===== src/rtl/way_allocator_if.sv =====
// Request/response bundle between the hit/miss logic and the way allocator.
// master: lookup/miss side that issues touches and allocations.
// slave:  the way allocator itself.
interface way_allocator_if #(
    parameter int S_BITS = 4,
    parameter int W      = 2,
    parameter int A      = 4
);
    logic              flush;
    logic              ready;
    logic              touch_en;
    logic [S_BITS-1:0] touch_set;
    logic [W-1:0]      touch_way;
    logic              alloc_req;
    logic [S_BITS-1:0] alloc_set;
    logic [A-1:0]      way_valid;
    logic              alloc_ack;
    logic [W-1:0]      alloc_way;
    logic              alloc_evict;

    modport master (
        output flush, touch_en, touch_set, touch_way, alloc_req, alloc_set, way_valid,
        input  ready, alloc_ack, alloc_way, alloc_evict
    );

    modport slave (
        input  flush, touch_en, touch_set, touch_way, alloc_req, alloc_set, way_valid,
        output ready, alloc_ack, alloc_way, alloc_evict
    );
endinterface


===== src/rtl/way_allocator.sv =====
// Way allocator: picks the fill way on a cache miss (first invalid way, else
// tree pseudo-LRU victim) and maintains per-set tree-PLRU state from hit
// touches and its own allocations.
//
// Optional build macro WAY_ALLOCATOR_STATS_EN adds saturating allocation and
// eviction counters (alloc_count / evict_count).
//
// state   | meaning
// --------+---------------------------------------------------------------
// ST_INIT | clearing the PLRU tree of one set per cycle; requests ignored
// ST_IDLE | ready; touches and allocations accepted every cycle
module way_allocator #(
    parameter int i_size   = 32,
    parameter int c_size   = 12,
    parameter int d_size   = 6,
    parameter int a_size   = 4,
    parameter int protocol = 2,
    localparam int W       = $clog2(a_size),
    localparam int S_BITS  = c_size - d_size - W,
    localparam int NSETS   = 2 ** S_BITS,
    localparam int T       = a_size - 1
) (
    input  logic            clk,
    input  logic            rst_n,
    way_allocator_if.slave  bus
`ifdef WAY_ALLOCATOR_STATS_EN
    ,
    output logic [31:0]     alloc_count,
    output logic [31:0]     evict_count
`endif
);

    // Reject geometries the tree walk cannot represent.
    if (a_size < 2 || (a_size & (a_size - 1)) != 0 || i_size < c_size ||
        c_size <= d_size + W || protocol < 1) begin : g_param_check
        $error("way_allocator: unsupported parameter combination");
    end

    typedef enum logic {
        ST_INIT = 1'b0,
        ST_IDLE = 1'b1
    } state_t;

    state_t            state;
    state_t            state_next;
    logic [S_BITS-1:0] sweep_cnt;
    logic              sweep_we;
    logic              ready;

    logic [T-1:0]      plru [NSETS];

    logic              touch_go;
    logic              alloc_go;
    logic              same_set;
    logic [T-1:0]      touch_tree;
    logic [T-1:0]      alloc_base;
    logic [T-1:0]      alloc_tree;
    logic              all_valid;
    logic [W-1:0]      first_free;
    logic [W-1:0]      victim;
    logic [W-1:0]      pick_way;

    // Follow the node bits from the root down to a leaf; bit 0 means the
    // victim lies in the left subtree.
    function automatic logic [W-1:0] plru_victim(input logic [T-1:0] tree);
        int           node;
        logic [T-1:0] sh;
        node = 0;
        for (int lvl = 0; lvl < W; lvl++) begin
            sh   = tree >> node;
            node = 2 * node + 1 + int'(sh[0]);
        end
        return W'(node - T);
    endfunction

    // Make every node on the path to 'way' point away from it.
    function automatic logic [T-1:0] plru_touch(input logic [T-1:0] tree,
                                                input logic [W-1:0] way);
        int           node;
        logic [W-1:0] wsh;
        logic         b;
        logic [T-1:0] res;
        res  = tree;
        node = 0;
        for (int lvl = 0; lvl < W; lvl++) begin
            wsh  = way >> (W - 1 - lvl);
            b    = wsh[0];
            res  = (res & ~(T'(1) << node)) | (T'(!b) << node);
            node = 2 * node + 1 + int'(b);
        end
        return res;
    endfunction

    // FSM state register and sweep counter.
    always_ff @(posedge clk or negedge rst_n) begin
        if (!rst_n) begin
            state     <= ST_INIT;
            sweep_cnt <= '0;
        end else begin
            state <= state_next;
            if (state == ST_INIT) begin
                sweep_cnt <= sweep_cnt + 1'b1;
            end else if (bus.flush) begin
                sweep_cnt <= '0;
            end
        end
    end

    // FSM next-state: sweep ends after the last set is cleared; flush restarts it.
    always_comb begin
        state_next = state;
        case (state)
            ST_INIT: if (sweep_cnt == S_BITS'(NSETS - 1)) state_next = ST_IDLE;
            ST_IDLE: if (bus.flush)                        state_next = ST_INIT;
            default: state_next = ST_INIT;
        endcase
    end

    // FSM outputs: clear-write enable during sweep, ready once idle.
    always_comb begin
        sweep_we = 1'b0;
        ready    = 1'b0;
        case (state)
            ST_INIT: sweep_we = 1'b1;
            ST_IDLE: ready    = 1'b1;
            default: sweep_we = 1'b1;
        endcase
    end

    assign bus.ready = ready;
    assign touch_go  = bus.touch_en  & ready;
    assign alloc_go  = bus.alloc_req & ready;
    assign same_set  = touch_go && (bus.touch_set == bus.alloc_set);
    assign all_valid = &bus.way_valid;

    // Lowest-index invalid way.
    always_comb begin
        first_free = '0;
        for (int i = a_size - 1; i >= 0; i--) begin
            if (!bus.way_valid[i]) first_free = W'(i);
        end
    end

    // Victim selection sees a same-cycle touch to the same set before choosing.
    always_comb begin
        touch_tree = plru_touch(plru[bus.touch_set], bus.touch_way);
        alloc_base = same_set ? touch_tree : plru[bus.alloc_set];
        victim     = plru_victim(alloc_base);
        pick_way   = all_valid ? victim : first_free;
        alloc_tree = plru_touch(alloc_base, pick_way);
    end

    // PLRU array: no reset; the sweep clears it. When touch and alloc share a
    // set, alloc_tree already contains the touch, so the later write wins.
    always_ff @(posedge clk) begin
        if (sweep_we) begin
            plru[sweep_cnt] <= '0;
        end else begin
            if (touch_go) plru[bus.touch_set] <= touch_tree;
            if (alloc_go) plru[bus.alloc_set] <= alloc_tree;
        end
    end

    // Allocation response: one-cycle ack, way/evict held between acks.
    always_ff @(posedge clk or negedge rst_n) begin
        if (!rst_n) begin
            bus.alloc_ack   <= 1'b0;
            bus.alloc_way   <= '0;
            bus.alloc_evict <= 1'b0;
        end else begin
            bus.alloc_ack <= alloc_go;
            if (alloc_go) begin
                bus.alloc_way   <= pick_way;
                bus.alloc_evict <= all_valid;
            end
        end
    end

`ifdef WAY_ALLOCATOR_STATS_EN
    // Saturating allocation / eviction counters, cleared by flush.
    always_ff @(posedge clk or negedge rst_n) begin
        if (!rst_n) begin
            alloc_count <= '0;
            evict_count <= '0;
        end else if (bus.flush) begin
            alloc_count <= '0;
            evict_count <= '0;
        end else if (bus.alloc_ack) begin
            if (alloc_count != 32'hFFFF_FFFF) alloc_count <= alloc_count + 32'd1;
            if (bus.alloc_evict && evict_count != 32'hFFFF_FFFF)
                evict_count <= evict_count + 32'd1;
        end
    end
`endif

endmodule


===== src/flat_wrapper.sv =====
// flat-port wrapper written by rule: the top's interface ports become plain ports
module way_allocator_flat 
#(
    parameter int i_size   = 32,
    parameter int c_size   = 12,
    parameter int d_size   = 6,
    parameter int a_size   = 4,
    parameter int protocol = 2,
    localparam int W       = $clog2(a_size),
    localparam int S_BITS  = c_size - d_size - W,
    localparam int NSETS   = 2 ** S_BITS,
    localparam int T       = a_size - 1
)
  (clk, rst_n, bus_flush, bus_touch_en, bus_touch_set, bus_touch_way, bus_alloc_req, bus_alloc_set, bus_way_valid, bus_ready, bus_alloc_ack, bus_alloc_way, bus_alloc_evict);
  way_allocator_if #(.S_BITS(4), .W(2), .A(4)) bus_i ();
  input  logic clk;
  input  logic rst_n;
  input wire logic [$bits(bus_i.flush)-1:0] bus_flush;
  input wire logic [$bits(bus_i.touch_en)-1:0] bus_touch_en;
  input wire logic [$bits(bus_i.touch_set)-1:0] bus_touch_set;
  input wire logic [$bits(bus_i.touch_way)-1:0] bus_touch_way;
  input wire logic [$bits(bus_i.alloc_req)-1:0] bus_alloc_req;
  input wire logic [$bits(bus_i.alloc_set)-1:0] bus_alloc_set;
  input wire logic [$bits(bus_i.way_valid)-1:0] bus_way_valid;
  output wire logic [$bits(bus_i.ready)-1:0] bus_ready;
  output wire logic [$bits(bus_i.alloc_ack)-1:0] bus_alloc_ack;
  output wire logic [$bits(bus_i.alloc_way)-1:0] bus_alloc_way;
  output wire logic [$bits(bus_i.alloc_evict)-1:0] bus_alloc_evict;
  assign bus_i.flush = bus_flush;
  assign bus_i.touch_en = bus_touch_en;
  assign bus_i.touch_set = bus_touch_set;
  assign bus_i.touch_way = bus_touch_way;
  assign bus_i.alloc_req = bus_alloc_req;
  assign bus_i.alloc_set = bus_alloc_set;
  assign bus_i.way_valid = bus_way_valid;
  assign bus_ready = bus_i.ready;
  assign bus_alloc_ack = bus_i.alloc_ack;
  assign bus_alloc_way = bus_i.alloc_way;
  assign bus_alloc_evict = bus_i.alloc_evict;
  way_allocator #(.i_size(i_size), .c_size(c_size), .d_size(d_size), .a_size(a_size), .protocol(protocol)) u_core (.clk(clk), .rst_n(rst_n), .bus(bus_i));
endmodule

===== config.mk =====
export PLATFORM = sky130hd
export DESIGN_NAME = way_allocator_flat
export DESIGN_NICKNAME = d
export VERILOG_FILES = /design/src/rtl/way_allocator_if.sv /design/src/rtl/way_allocator.sv /design/src/flat_wrapper.sv
export SDC_FILE = /design/constraint.sdc
export NUM_CORES = 1
export LEC_CHECK = 0
export ABC_AREA = 1
export CORE_UTILIZATION = 35
export DETAILED_ROUTE_END_ITERATION = 8
export DONT_BUFFER_PORTS = 1
export PLACE_DENSITY = 0.56
export SYNTH_ARGS = -nofsm -noshare
export SYNTH_HDL_FRONTEND = slang
export SYNTH_SLANG_ARGS = --single-unit

===== constraint.sdc =====
create_clock -name clk -period 3.7 [get_ports clk]
set_input_delay 0.555 -clock clk [delete_from_list [all_inputs] [get_ports clk]]
set_output_delay 0.555 -clock clk [all_outputs]
set_load 0.05 [all_outputs]

# After elaboration in Yosys (flattened, before gate mapping)
# Memories as Yosys holds them, arrays and structs flattened.
# Index checks and enable logic that the tools add are counted.
totals:
  regBits: 9
  ramBits: 48
  inputBits: 19
  output_inout_bits: 5
  wordCells: 61
  n_memories: 1
memory_table:
  columns: ["name", "depth", "width", "rd", "rd_clocked_by_memory_dff", "write_ports", "line", "rtl"]
  rows:
  - ["u_core.plru", 16, 3, 2, 0, 2, "way_allocator.sv:50", "logic [T-1:0] plru [NSETS];"]
op_classes:
  add_sub_neg: 7
  eq_ne: 3
  shifts: 5
  mux: 22
  n_bitwise: 11
  reduce_logical: 7
op_table:
  columns: ["cell", "count"]
  rows:
  - ["$shl 1x32->3", 2]
  - ["$shl 1x32->3 const A", 2]
  - ["$mux 4", 3]
  - ["$mux 1", 11]
  - ["$mux 2", 5]
  - ["$add 1x1->2 const A", 3]
  - ["$and 3x3->3", 2]
  - ["$mux 3", 2]
  - ["$not 3->3", 2]
  - ["$or 3x1->3", 2]
  - ["$or 3x3->3", 2]
  - ["$add 4x1->4 const B", 1]
  - ["$eq 4x4->1", 1]
  - ["$eq 4x4->1 const B", 1]
  - ["$logic_not 1->1", 4]
  - ["$reduce_and 4->1", 1]
  - ["$reduce_or 3->1", 1]
  - ["$shr 3x2->1", 1]
  - ["$add 2x2->2", 1]
  - ["$add 2x2->2 const B", 1]
  - ["$and 1x1->1", 2]
  - ["$ne 2x2->1 const B", 1]
  - ["$pmux 1 s2", 1]
  - ["$sub 2x1->2 const B", 1]
  - ["2 further kinds", 2]

# Longest topological paths before layout
# Gate-level depths: netlist (run 1).
depth:
  ltp_word: 16
  ltp_mapped: 18
  mapped_depth_nobuf: 16

# Worst setup path before layout (run 1)
# Ideal clock, no wire load.
synth_timing:
  kind: "reg2reg"
  startpoint: "register u_core.state"
  endpoint: "memory u_core.plru[1][0] in the netlist's numbering (enable)"
  setup_ns: 0.355
  t_arrival_ns: 1.847
  t_required_ns: 3.345
  slack_ns: 1.498
  stages_incl_launch_ff: 6
  path_buffers: 1
  period_less_slack_ns: 2.202
  cell_sequence: "dfrtp_1 > nand2_1 > buf_2 > o21ai_0 > nand3_1 > o31ai_1"
synth_rtl:
  columns: ["element", "line", "rtl"]
  rows:
  - ["start, declared", "way_allocator.sv:44", "state_t state;"]
  - ["start signal, assigned", "way_allocator.sv:100", "state <= state_next;"]
  - ["end, declared", "way_allocator.sv:50", null]

==> flow_summary_export.csv, run 1 <==
group,metric,value,unit
detailed_routing,via_per_inst,5.335,
detailed_routing,dr.pass1.iters,5,
yosys,syn-instance-count,525,
yosys,netlist_area,3795,um^2
sta,rsz0062_at_grt,"no",
layout,fin_util,39.18,%
global_routing,grt_usage,22.16,%
global_routing,grt_pass1_vias,3383,
outcome,outcome,"finished, final reports clean",
layout,diodes,0,
placement,hpwlAfterDp,8.839,mm
detailed_routing,wirelength,11.78,mm
clocking,clk_pin_slew,60,ps
global_routing,grt_pass1_wl,18.44,mm
sta,tns,0,ps
sta,relSlewSlack,40.51,%
detailed_routing,postRouteAntennaNets,0,
clocking,clockBufferDepth,2,
power_and_ir_drop,cellLeakagePower,1.749,nW
run,maxCapViolations,0,
worst_setup_path,end_kind,"register",
detailed_routing,drc,0,
sta,layout_min_cycle_time,2824,ps
sta,drv_slew,0,
yosys,synth_cell_types,31,
floorplan,die_h,106.1,um
clocking,cts_num_sinks,57,
yosys,synth_warnings,0,
floorplan,fp-row-count,37,
sta,tightestPinTransition,891.4,ps
clocking,insertion_delay,340,ps
floorplan,die_x,106.1,um
clocking,cts_tree,"built",
sta,hold_viol,0,
power_and_ir_drop,ir_worst_vdd,0.2068,mV
clocking,cts_buffers,9,
detailed_routing,wl_per_cell,17.69,um
worst_setup_path,slowest_stage,"dfrtp_1",
detailed_routing,via_count,3553,
worst_setup_path,crit_path_start_kind,"register",
floorplan,io_pins,24,
sta,finalCritPeriodShare,76.31,%
sta,finClkSkew,10.72,ps
yosys,syn_avg_cell_area,7.228,um^2
clocking,htree_levels,3,
yosys,ys_ff_latch,57,
global_routing,antenna_found_initial,0,
worst_setup_path,crit_required,3660,ps
detailed_routing,drt_iter0_drc,313,
sta,fmax,354.2,MHz
worst_setup_path,critical-path-max-stage-delay,740,ps
clocking,cts_root_buf,"clkbuf_8",
yosys,syn_nets,545,
layout,areaGrowthSynthToFinish,7.550,%
layout,drive_gt1_share,10.00,%
layout,fill_cells,1065,
worst_setup_path,critical-path-top-delay-family,"compound AO/OA/AOI/OAI gates",
layout,fin_nets,545,
sta,finalSetupViolCount,0,
worst_setup_path,critical_path_buf_inv_count,1,
placement,gp_congestion,0.9567,
floorplan,die-area,11260,um^2
worst_setup_path,path_cells,"nand2_1 -> o21ai_0 -> inv_1 -> o31ai_1",
global_routing,grt_max_degree,20,
worst_setup_path,arrival,2790,ps
worst_setup_path,path_max_fanout,11,
global_routing,grt.overflow.total,0,
sta,whs,430.3,ps
min_path,hp-class,"in2reg",
yosys,yosysSeqAreaShare,43.92,%
power_and_ir_drop,pwr_density_cell,552.3,nW/um^2
worst_setup_path,setup.worst_path.class,"reg2reg",
placement,port-buffer-count,0,
floorplan,initial_core_util,36.43,%
floorplan,core-area,10420,um^2
-- cell families (layout without fill, tap and decap cells) --
kind of cell / count (synthesis) / count (layout) / share of synthesized area (%)
DFF: 57 / 57 / 43.92
buffers and inverters: 59 / 64 / 7.517
AOI/OAI and AO/OA: 48 / 48 / 6.594
xor gates and xnor gates: 1 / 1 / 0.2308
and+or+nand+nor: 357 / 357 / 40.85
adders and majority gates: 1 / 1 / 0.3297
muxes: 2 / 2 / 0.5605
-- cells in the mapped netlist (all sizes together) --
cell type | n | area [um^2]
nand2 | 252 | 986.0
nand3 | 58 | 312.8
edfxtp | 48 | 1441
inv | 44 | 170.2
o21ai | 42 | 210.2
nor2 | 34 | 171.4
buf | 12 | 103.8
nand4 | 10 | 62.56
dfrtp | 9 | 225.2
o31ai | 4 | 30.03
clkbuf | 3 | 11.26
a21oi | 2 | 10.01
or2 | 2 | 12.51
ha | 1 | 12.51
mux2 | 1 | 11.26
mux2i | 1 | 10.01
nor3 | 1 | 5.000
xnor2 | 1 | 8.760
-- worst reg2reg max path, cell delays in order (launching register included) --
cell and delay [ps]:
dfrtp_1 740, nand2_1 410, o21ai_0 490, inv_1 140, o31ai_1 660
-- worst paths after layout --
kind / depth (start not counted) / start / slack, ps / endpoint
max: 4 / u_core.state / 880 / u_core.plru[0][0]
max in group asynchronous: 1 / rst_n / 2830 / u_core.sweep_cnt[0]
max reg2reg: 4 / u_core.state / 880 / u_core.plru[0][0]
min reg2reg: 1 / u_core.sweep_cnt[2] / 550 / u_core.sweep_cnt[2]
min: 3 / bus_flush / 430 / u_core.sweep_cnt[2]
min in group asynchronous: 1 / rst_n / 580 / u_core.bus.alloc_evict
-- through the flow --
stage	cells	power, mW	setup WS (ps)	cell area, um^2
floorplan	525	1.483	1498	3795
global placement	649	1.683	958.4	3877
detailed placement	649	1.687	929.9	3877
CTS	666	2.255	903.2	4081
global route	666	2.372	699.7	4081
finish	666	2.254	876.4	4081
-- state kept, by name, summed over array words and instances, names as in the netlist --
register / count
u_core.state: 1
u_core.bus.alloc_ack: 1
u_core.sweep_cnt: 4
u_core.plru: 48
u_core.bus.alloc_way: 2
u_core.bus.alloc_evict: 1
-- cell type report --
class	count	area, um^2	share of cell area [%]
Clock buffer	14	183.9	4.506
Clock inverter	2	10.01	0.2452
Inverter	44	170.2	4.169
Multi-Input combinational cell	409	1848	45.28
Sequential cell	57	1667	40.83
Tap cell	136	170.2	4.169
Timing Repair Buffer	4	32.53	0.7971
-- metal layers --
metal	track usage (%)	up-vias	wire length (um)
li1	-	1711	-
met1	30.21	1642	5107
met2	32.88	167	5136
met3	4.169	33	1011
met4	12.40	0	527
met5	0	-	0
-- layout by cell type (no fill, tap or decap) --
cell	count
inv_2	4
nand3_1	55
nor2_4	2
nand3_4	1
nor2_8	1
ha_1	1
dlygate4sd3_1	1
clkbuf_8	11
nor2_2	7
xnor2_1	1
nor2_1	24
clkbuf_16	1
mux2i_1	1
inv_1	38
nand2_1	238
nand4_1	10
a21oi_1	2
dfrtp_1	9
edfxtp_1	48
nor3_1	1
nand2_2	13
mux2_2	1
clkinv_2	2
clkbuf_1	2
buf_4	3
or2_2	2
inv_4	2
o31ai_1	4
nand2_4	1
o21ai_0	40
o21ai_1	2
nand3_2	2
-- power by group --
| part | internal [mW] | total (mW) | switching (mW) | leakage [nW] |
|---|---|---|---|---|
| Clock | 0.319 | 0.568 | 0.249 | 0.102 |
| Combinational | 0.176 | 0.631 | 0.455 | 1.08 |
| Sequential | 0.885 | 1.06 | 0.171 | 0.567 |
| Total | 1.38 | 2.25 | 0.875 | 1.75 |
-- timing repair --
item                      in CTS  in global routing
hold endpoints to repair       9                  0
buffers inserted               0                  0
resized for setup              0                  0
hold buffers                   1                  0
Note: power is estimated with default switching activity, not from simulation.
==> inputs of run 2 (changes only) <==
==> constraint.sdc (replaced) <==
create_clock -name clk -period 2.7 [get_ports clk]
set_input_delay 0.405 -clock clk [delete_from_list [all_inputs] [get_ports clk]]
set_output_delay 0.405 -clock clk [all_outputs]
set_load 0.05 [all_outputs]
==> run 2 against run 1 <==
  * Utilization increased by 0.34 points
  * Critical path depth increased by 8
  * Count of clock-buffer cells in the layout decreased by 3
  * Non-clock buffer count increased by 6
==> flow_summary_export.csv, run 2 (same netlist as run 1, synthesis figures left out) <==
group,metric,value,unit
sta,tns,0,ps
layout,fin_nets,551,
min_path,hp-class,"in2reg",
detailed_routing,postRouteAntennaNets,0,
power_and_ir_drop,pwr-share-comb,29.9,%
sta,fmax,410.9,MHz
power_and_ir_drop,p_total,3.123,mW
power_and_ir_drop,cellLeakagePower,1.783,nW
layout,top_register,"u_core.plru",
layout,final_common_cell,"nand2_1",
global_routing,grt_max_degree,20,
sta,finClkSkew,9.739,ps
global_routing,antenna_found_initial,0,
clocking,insertion_delay,350,ps
detailed_routing,wirelength,12.37,mm
sta,finalSetupViolCount,0,
detailed_routing,drc,0,
layout,largestRegisters,"u_core.plru: 48 flops, u_core.sweep_cnt: 4 flops, u_core.bus.alloc_way: 2 flops",
layout,largest_reg_flops,48,
floorplan,initial_core_util,36.43,%
layout,mostFrequentLayoutCells,"nand2_1, nand3_1, edfxtp_1",
worst_setup_path,crit_path_start_kind,"register",
placement,port-buffer-count,0,
clocking,clk_pin_slew,70,ps
power_and_ir_drop,p_int,1.876,mW
power_and_ir_drop,switching_power,1.246,mW
layout,drive_gt1_share,11.01,%
sta,tightestPinTransition,903.8,ps
detailed_routing,dr.pass1.iters,5,
detailed_routing,via_count,3578,
power_and_ir_drop,clockPowerShare,25.1,%
worst_setup_path,path_max_fanout,16,
layout,fill_cells,1112,
power_and_ir_drop,ir_worst_vdd,0.2658,mV
power_and_ir_drop,pwr_density_cell,758.6,nW/um^2
placement,postPlaceCellArea,3918,um^2
layout,diodes,0,
clocking,cts_root_buf,"clkbuf_8",
detailed_routing,drt_iter0_drc,335,
sta,drv_slew,0,
floorplan,die_x,106.1,um
worst_setup_path,arrival,2530,ps
sta,hold_viol,0,
global_routing,grt_usage,23.10,%
sta,relSlewSlack,39.52,%
global_routing,grt_pass1_wl,18.86,mm
worst_setup_path,setup.worst_path.class,"reg2reg",
global_routing,grt.overflow.total,0,
detailed_routing,wl_per_cell,18.41,um
floorplan,die-area,11260,um^2
sta,layout_min_cycle_time,2434,ps
detailed_routing,via_per_inst,5.324,
outcome,outcome,"finished, final reports clean",
clocking,cts_tree,"built",
placement,gp_congestion,0.9808,
power_and_ir_drop,swShare,39.91,%
clocking,htree_levels,3,
worst_setup_path,end_kind,"register",
worst_setup_path,crit_required,2800,ps
run,maxCapViolations,0,
clocking,clockBufferDepth,2,
layout,final_cell_area,4116,um^2
global_routing,grt_pass1_vias,3432,
layout,areaGrowthSynthToFinish,8.473,%
floorplan,fp-row-count,37,
sta,rsz0062_at_grt,"no",
clocking,cts_num_sinks,57,
placement,hpwlAfterDp,9.135,mm
power_and_ir_drop,power_frac_seq,45.1,%
sta,finalCritPeriodShare,90.13,%
floorplan,die_h,106.1,um
floorplan,io_pins,24,
floorplan,core-area,10420,um^2
clocking,cts_buffers,9,
run 2: worst paths after layout:
path | from | to | slack (ps) | depth (start not counted)
setup / recovery | u_core.state | u_core.plru[4][1] | 270 | 12
setup reg to reg | u_core.state | u_core.plru[4][1] | 270 | 12
hold / removal | bus_flush | u_core.sweep_cnt[1] | 260 | 2
max in group asynchronous | rst_n | u_core.bus.alloc_way[0] | 1980 | 1
hold reg to reg | u_core.sweep_cnt[2] | u_core.sweep_cnt[2] | 540 | 1
min in group asynchronous | rst_n | u_core.bus.alloc_way[1] | 420 | 1
run 2: timing repair:
item,4_1_cts,5_1_grt
gates resized for setup,0,0
endpoints found under the hold margin,9,0
setup buffers,0,0
hold buffers,1,0
run 2: power by group through the flow:
stage	logic [mW]	registers (mW)	clock network [mW]
finish	0.933	1.41	0.782
global route	1.04	1.42	0.824
CTS	0.928	1.41	0.788
detailed placement	0.919	1.43	0
global placement	0.913	1.42	0
floorplan	0.638	1.39	0
run 2: stage by stage:
stage	util, %	std cells	setup WS, ps	hold WS [ps]
after floorplan	-	525	498.2	109.4
after global placement	37.61	655	246.4	109.6
after detailed placement	37.61	655	242.8	109.6
after CTS	39.52	672	289.8	250.1
after global routing	39.52	672	65.76	267.8
final	39.52	672	266.4	259.8
run 2: worst max-delay path, stage by stage (launching register included):
cell and delay, ps:
dfrtp_1 350, buf_4 220, nand3_1 180, nor2_1 150, nand3_2 150, nand2_1 120
nor2_2 60, nor3_1 160, nand2_1 110, nand3_1 140, nand2_2 270, nand3_1 170
nand2_1 70
run 2: layer usage:
layer	share of wire [%]	routed length, um	global-route usage, %	vias up
met4	4.0	492	12.60	0
met3	8.8	1089	4.598	34
met2	46	5687	36.92	169
met5	0	0	0	-
li1	-	-	-	1721
met1	41	5102	29.27	1654
run 2: layout make-up:
cell class / count / area [um^2] / area share [%]
Clock buffer: 11 / 162.7 / 3.951
Clock inverter: 5 / 26.28 / 0.6383
Tap cell: 136 / 170.2 / 4.134
Timing Repair Buffer: 10 / 77.57 / 1.884
Multi-Input combinational cell: 409 / 1843 / 44.77
Inverter: 44 / 170.2 / 4.134
Sequential cell: 57 / 1667 / 40.49
==> inputs of run 3 (changes only) <==
--- a/config.mk
+++ b/config.mk
@@ -6,6 +6,7 @@
 export NUM_CORES = 1
 export LEC_CHECK = 0
 export ABC_AREA = 1
+export CORE_ASPECT_RATIO = 1.5
 export CORE_UTILIZATION = 35
 export DETAILED_ROUTE_END_ITERATION = 8
 export DONT_BUFFER_PORTS = 1
==> run 3 against run 2 <==
  * First-iteration DRC count is 1.5% higher
  * Total power is 17% higher
  * Global-route usage is 0.077 points lower
  * Sequential power hardly changed
  * Die area hardly changed
  * Flip-flop and latch count stayed put
  * Sequential share of layout area is 1.4 points lower
  * Clock power is 69% higher
  * Cell area is 3.5% higher
  * Largest power group unchanged
  * Highest routed layer unchanged
==> flow_summary_export.csv, run 3 (same netlist as run 1, synthesis figures left out) <==
group,metric,value,unit
outcome,outcome,"finished, final reports clean",
sta,rsz0062_at_grt,"no",
worst_setup_path,ff2ff_setup_slack,260,ps
clocking,htree_levels,3,
worst_setup_path,path_max_fanout,6,
global_routing,grt_pass1_vias,3297,
layout,largestRegisters,"u_core.plru: 48 flops, u_core.sweep_cnt: 4 flops, u_core.bus.alloc_way: 2 flops",
detailed_routing,dr.pass1.iters,5,
clocking,hold_buffers,1,
layout,mostFrequentLayoutCells,"nand2_1, nand3_1, edfxtp_1",
sta,layout_min_cycle_time,2438,ps
worst_setup_path,end_kind,"register",
clocking,post_cts_buffers,0,
detailed_routing,drt_iter0_drc,340,
clocking,cts_resized,0,
min_path,hp-class,"in2reg",
worst_setup_path,critical_path_buf_inv_count,0,
layout,final_cells,677,
detailed_routing,postRouteAntennaNets,0,
worst_setup_path,setup.worst_path.class,"reg2reg",
placement,dp_slack,326.2,ps
layout,fin_nets,548,
clocking,cts_tree,"built",
detailed_routing,wl_per_cell,17.80,um
worst_setup_path,arrival,2410,ps
floorplan,io_pins,24,
worst_setup_path,crit_required,2670,ps
floorplan,die-area,11270,um^2
power_and_ir_drop,cellLeakagePower,1.825,nW
worst_setup_path,slowest_stage,"o31ai_1",
floorplan,die_h,129.5,um
detailed_routing,via_per_inst,5.264,
sta,fmax,410.1,MHz
global_routing,antenna_found_initial,0,
clocking,cts_num_sinks,57,
worst_setup_path,crit_path_start_kind,"register",
layout,top_register,"u_core.plru",
sta,tns,0,ps
global_routing,grt_usage,23.02,%
worst_setup_path,critical-path-top-delay-family,"compound AO/OA/AOI/OAI gates",
sta,drv_slew,0,
clocking,clockBufferDepth,2,
power_and_ir_drop,p_total,3.665,mW
placement,port-buffer-count,0,
sta,relSlewSlack,64.44,%
sta,finalSetupViolCount,0,
detailed_routing,drc,0,
clocking,cts_root_buf,"clkbuf_16",
sta,tightestPinTransition,528.9,ps
floorplan,core-area,10590,um^2
floorplan,initial_core_util,35.83,%
power_and_ir_drop,pwr_density_cell,860.5,nW/um^2
layout,fin_util,40.22,%
placement,dp.cells,660,
placement,gp_congestion,0.9527,
layout,largest_reg_flops,48,
layout,final_common_cell,"nand2_1",
detailed_routing,wirelength,12.05,mm
clocking,insertion_delay,330,ps
global_routing,grt_pass1_wl,18.40,mm
sta,hold_viol,0,
layout,areaGrowthSynthToFinish,12.23,%
clocking,clk_pin_slew,50,ps
power_and_ir_drop,ir_worst_vdd,0.5170,mV
floorplan,die_x,87.02,um
global_routing,grt.overflow.total,0,
run,maxCapViolations,0,
sta,finalCritPeriodShare,90.31,%
layout,drive_gt1_share,10.51,%
worst_setup_path,path_cells,"nand2_1 -> o21ai_0 -> nand3_1 -> o31ai_1",
layout,diodes,0,
sta,fin_ws,261.7,ps
placement,hpwlAfterDp,8.782,mm
floorplan,fp-row-count,46,
clocking,cts_buffers,9,
detailed_routing,via_count,3564,
global_routing,grt_max_degree,20,
sta,finClkSkew,5.936,ps
worst_setup_path,critical-path-max-stage-delay,560,ps
run 3: cell types whose count changed in the layout (fill, tap and decap cells not counted), sizes merged:
cell,before,now
clkbuf,11,9
buf,9,6
clkinvlp,0,2
inv,45,44
clkinv,4,2
bufinv,0,3
run 3: area by class of cell:
cell class,count,area (um^2)
fillers,1128,6331
flip-flops and latches,57,1667
clock inverters,7,118.9
inverters,44,170.2
clock buffers,9,225.2
multi-input cells,409,1843
repair buffers,7,55.05
well taps,144,180.2
run 3: worst paths after layout:
kind,cells past startpoint,end,start
min in group asynchronous,1,u_core.bus.alloc_way[1],rst_n
hold reg to reg,1,u_core.sweep_cnt[2],u_core.sweep_cnt[2]
max in group asynchronous,1,u_core.sweep_cnt[0],rst_n
setup reg to reg,4,u_core.plru[1][0],u_core.state
hold / removal,3,u_core.sweep_cnt[2],bus_flush
setup / recovery,4,u_core.plru[1][0],u_core.state
run 3: through the flow:
| step | area (um^2) | hold WS (ps) |
|---|---|---|
| after floorplan | 3795 | 109.4 |
| after global placement | 3905 | 109.6 |
| after detailed placement | 3905 | 109.6 |
| after CTS | 4259 | 273.5 |
| after global routing | 4259 | 298.8 |
| final | 4259 | 276.6 |
run 3: power by group:
group          switching (mW)  internal (mW)  total (mW)  leakage, nW
Sequential              0.205           1.21        1.42        0.566
Combinational           0.674          0.252       0.927         1.10
Clock                   0.419          0.900        1.32        0.162
Total                    1.30           2.37        3.66         1.82
run 3: metal layers:
layer / wire, um / track usage (%)
met5: 0 / 0
met2: 5816 / 37.93
met4: 676 / 14.80
met1: 4748 / 26.75
met3: 811 / 5.223
run 3: worst min-delay path, cell delays in order:
cell	delay, ps
nand2_1	50
nand2_1	50
mux2i_1	60
==> edit (flow settings as in run 3) <==
`d_size` is set to 6 in 2 places; all go to 7.
--- a/src/rtl/way_allocator.sv
+++ b/src/rtl/way_allocator.sv
@@ -12,7 +12,7 @@
 module way_allocator #(
     parameter int i_size   = 32,
     parameter int c_size   = 12,
-    parameter int d_size   = 6,
+    parameter int d_size   = 7,
     parameter int a_size   = 4,
     parameter int protocol = 2,
     localparam int W       = $clog2(a_size),
--- a/src/flat_wrapper.sv
+++ b/src/flat_wrapper.sv
@@ -3,7 +3,7 @@
 #(
     parameter int i_size   = 32,
     parameter int c_size   = 12,
-    parameter int d_size   = 6,
+    parameter int d_size   = 7,
     parameter int a_size   = 4,
     parameter int protocol = 2,
     localparam int W       = $clog2(a_size),
Check against the original RTL: not equivalent (Yosys sat finds a counterexample within 10 cycles, from zero or initial values and one cycle with rst_n low).
==> edit against run 3 <==
  * Setup slack better by 0.31 ns
  * Sequential share of layout area is 0.64 points lower
  * Power is 47% lower
  * Cell area is 44% lower
  * Area after synthesis is 41% lower
  * Final cell count is 42% lower
  * Core utilization is 1.2 points lower
  * Via count is 45% lower
  * Wire length is 52% lower
  * Sequential cell count is 25 lower
  * Count of clock-buffer cells in the layout is 2 lower
  * Maximum frequency is 15% higher
  * Critical endpoint is now u_core.plru[7][2]
  * Highest routed layer unchanged
==> edit: results (changes against run 3) <==
[place]
pre_cts_ws_ns = 0.551  ; was 0.326 ns
hpwl_mm = 4.68  ; was 8.78 mm
gp_congestion = 0.826  ; was 0.953
placed_cells = 384  ; was 660

[power_and_ir_drop]
pwr-share-clk = 0.190  ; was 0.360
p_sw_uw = 803  ; was 1300 uW
vdd_ir_drop_max_mv = 0.523  ; was 0.517 mV
seqPwrFrac = 0.465  ; was 0.387
p_leak_uw = 0.00111  ; was 0.00182 uW

[logic_synthesis]
syn-mean-instance-area_sq_um = 7.12  ; was 7.23 sq um
ys_seq_area_frac = 0.414  ; was 0.439
yosysUniqueCellTypes = 24  ; was 31
syn-num-nets = 333  ; was 545
synth_edf_count = 24  ; was 48
synth_area_leaders = edfxtp_1 (32%), nand2_1 (16%), dfrtp_1 (9.0%)  ; was edfxtp_1 (38%), nand2_1 (24%), nand3_1 (7.3%)
async_flop_share = 0.250  ; was 0.158

[global_routing]
grtUsageMet3 = 0.0356  ; was 0.0522
grt_pass1_wl_mm = 9.34  ; was 18.4 mm
grt_pass1_vias = 1958  ; was 3297
grt_usage = 0.192  ; was 0.230

[worst_setup_path]
crit_slowest_cell = o21ai_0  ; was o31ai_1
worstPathArrival_ns = 2.06  ; was 2.41 ns
worstRegToRegCells = 5  ; was 4
cp_slowest_stage_delay_ns = 0.46  ; was 0.56 ns

[sta]
skew_ns = 0.00867  ; was 0.00594 ns
postLayoutSetupSlackWorst_ns = 0.576  ; was 0.262 ns

[layout]
top_regs = u_core.plru (24), u_core.sweep_cnt (3), u_core.bus.alloc_way (2)  ; was u_core.plru (48), u_core.sweep_cnt (4), u_core.bus.alloc_way (2)
clockNetworkAreaShare = 0.0377  ; was 0.0808
n_fill_cell = 688  ; was 1128
nNonClkBuffers = 3  ; was 7
synthToLayoutAreaGrowth_pct = 7.66  ; was 12.2%
clockBufferCount = 7  ; was 9
flops_and_latches = 32  ; was 57
area_share_nonclk_buffers = 0.0105  ; was 0.0129
inverters_excl_clock = 56  ; was 44
final_nets = 339  ; was 548
multi_input_area_share = 0.440  ; was 0.433
multi_input_cells = 220  ; was 409

[clocking]
cts_max_level = 2  ; was 3
cts_root_buf = clkbuf_8  ; was clkbuf_16
cts_buffers = 5  ; was 9

[detailed_routing]
viasPerCell = 5.03  ; was 5.26
drt_pass1_iterations = 4  ; was 5
first_iter_violations = 111  ; was 340
routed_wl_mm = 5.84  ; was 12.1 mm

[status]
outcome = completed  ; unchanged

[min_path]
hold_path_end = u_core.state  ; was u_core.sweep_cnt[2]

edit: cell types whose count changed after synthesis, moves of 4 or more:
cell and change:
a21oi_1 +4, a31oi_1 +8, buf_2 -5, edfxtp_1 -24, inv_1 +13, nand2_1 -143, nand2_2 -6, nand3_1 -29
nand4_1 -8, o21ai_0 -7, o31ai_1 -4
edit: kinds of logic after synthesis:
group / share of synthesized area
compound gates: 0.117
xor+xnor: 0.00394
fa+ha+maj: 0.0113
buf+inv: 0.111
flops: 0.414
mux: 0.00450
simple gates: 0.337
edit: how the worst max path moves through the flow:
stage                           startpoint                 to  cells after the start
after floorplan               u_core.state  u_core.plru[0][1]                     13
after global placement    bus_alloc_set[0]  u_core.plru[7][1]                     13
after detailed placement  bus_alloc_set[0]  u_core.plru[2][2]                     11
after CTS                     u_core.state  u_core.plru[7][1]                      5
after global routing          u_core.state  u_core.plru[1][2]                      5
final                         u_core.state  u_core.plru[7][2]                      5
edit: what timing repair did:
item                      CTS  global route
hold buffers                1             0
hold endpoints to repair    8             0
buffers inserted            0             0
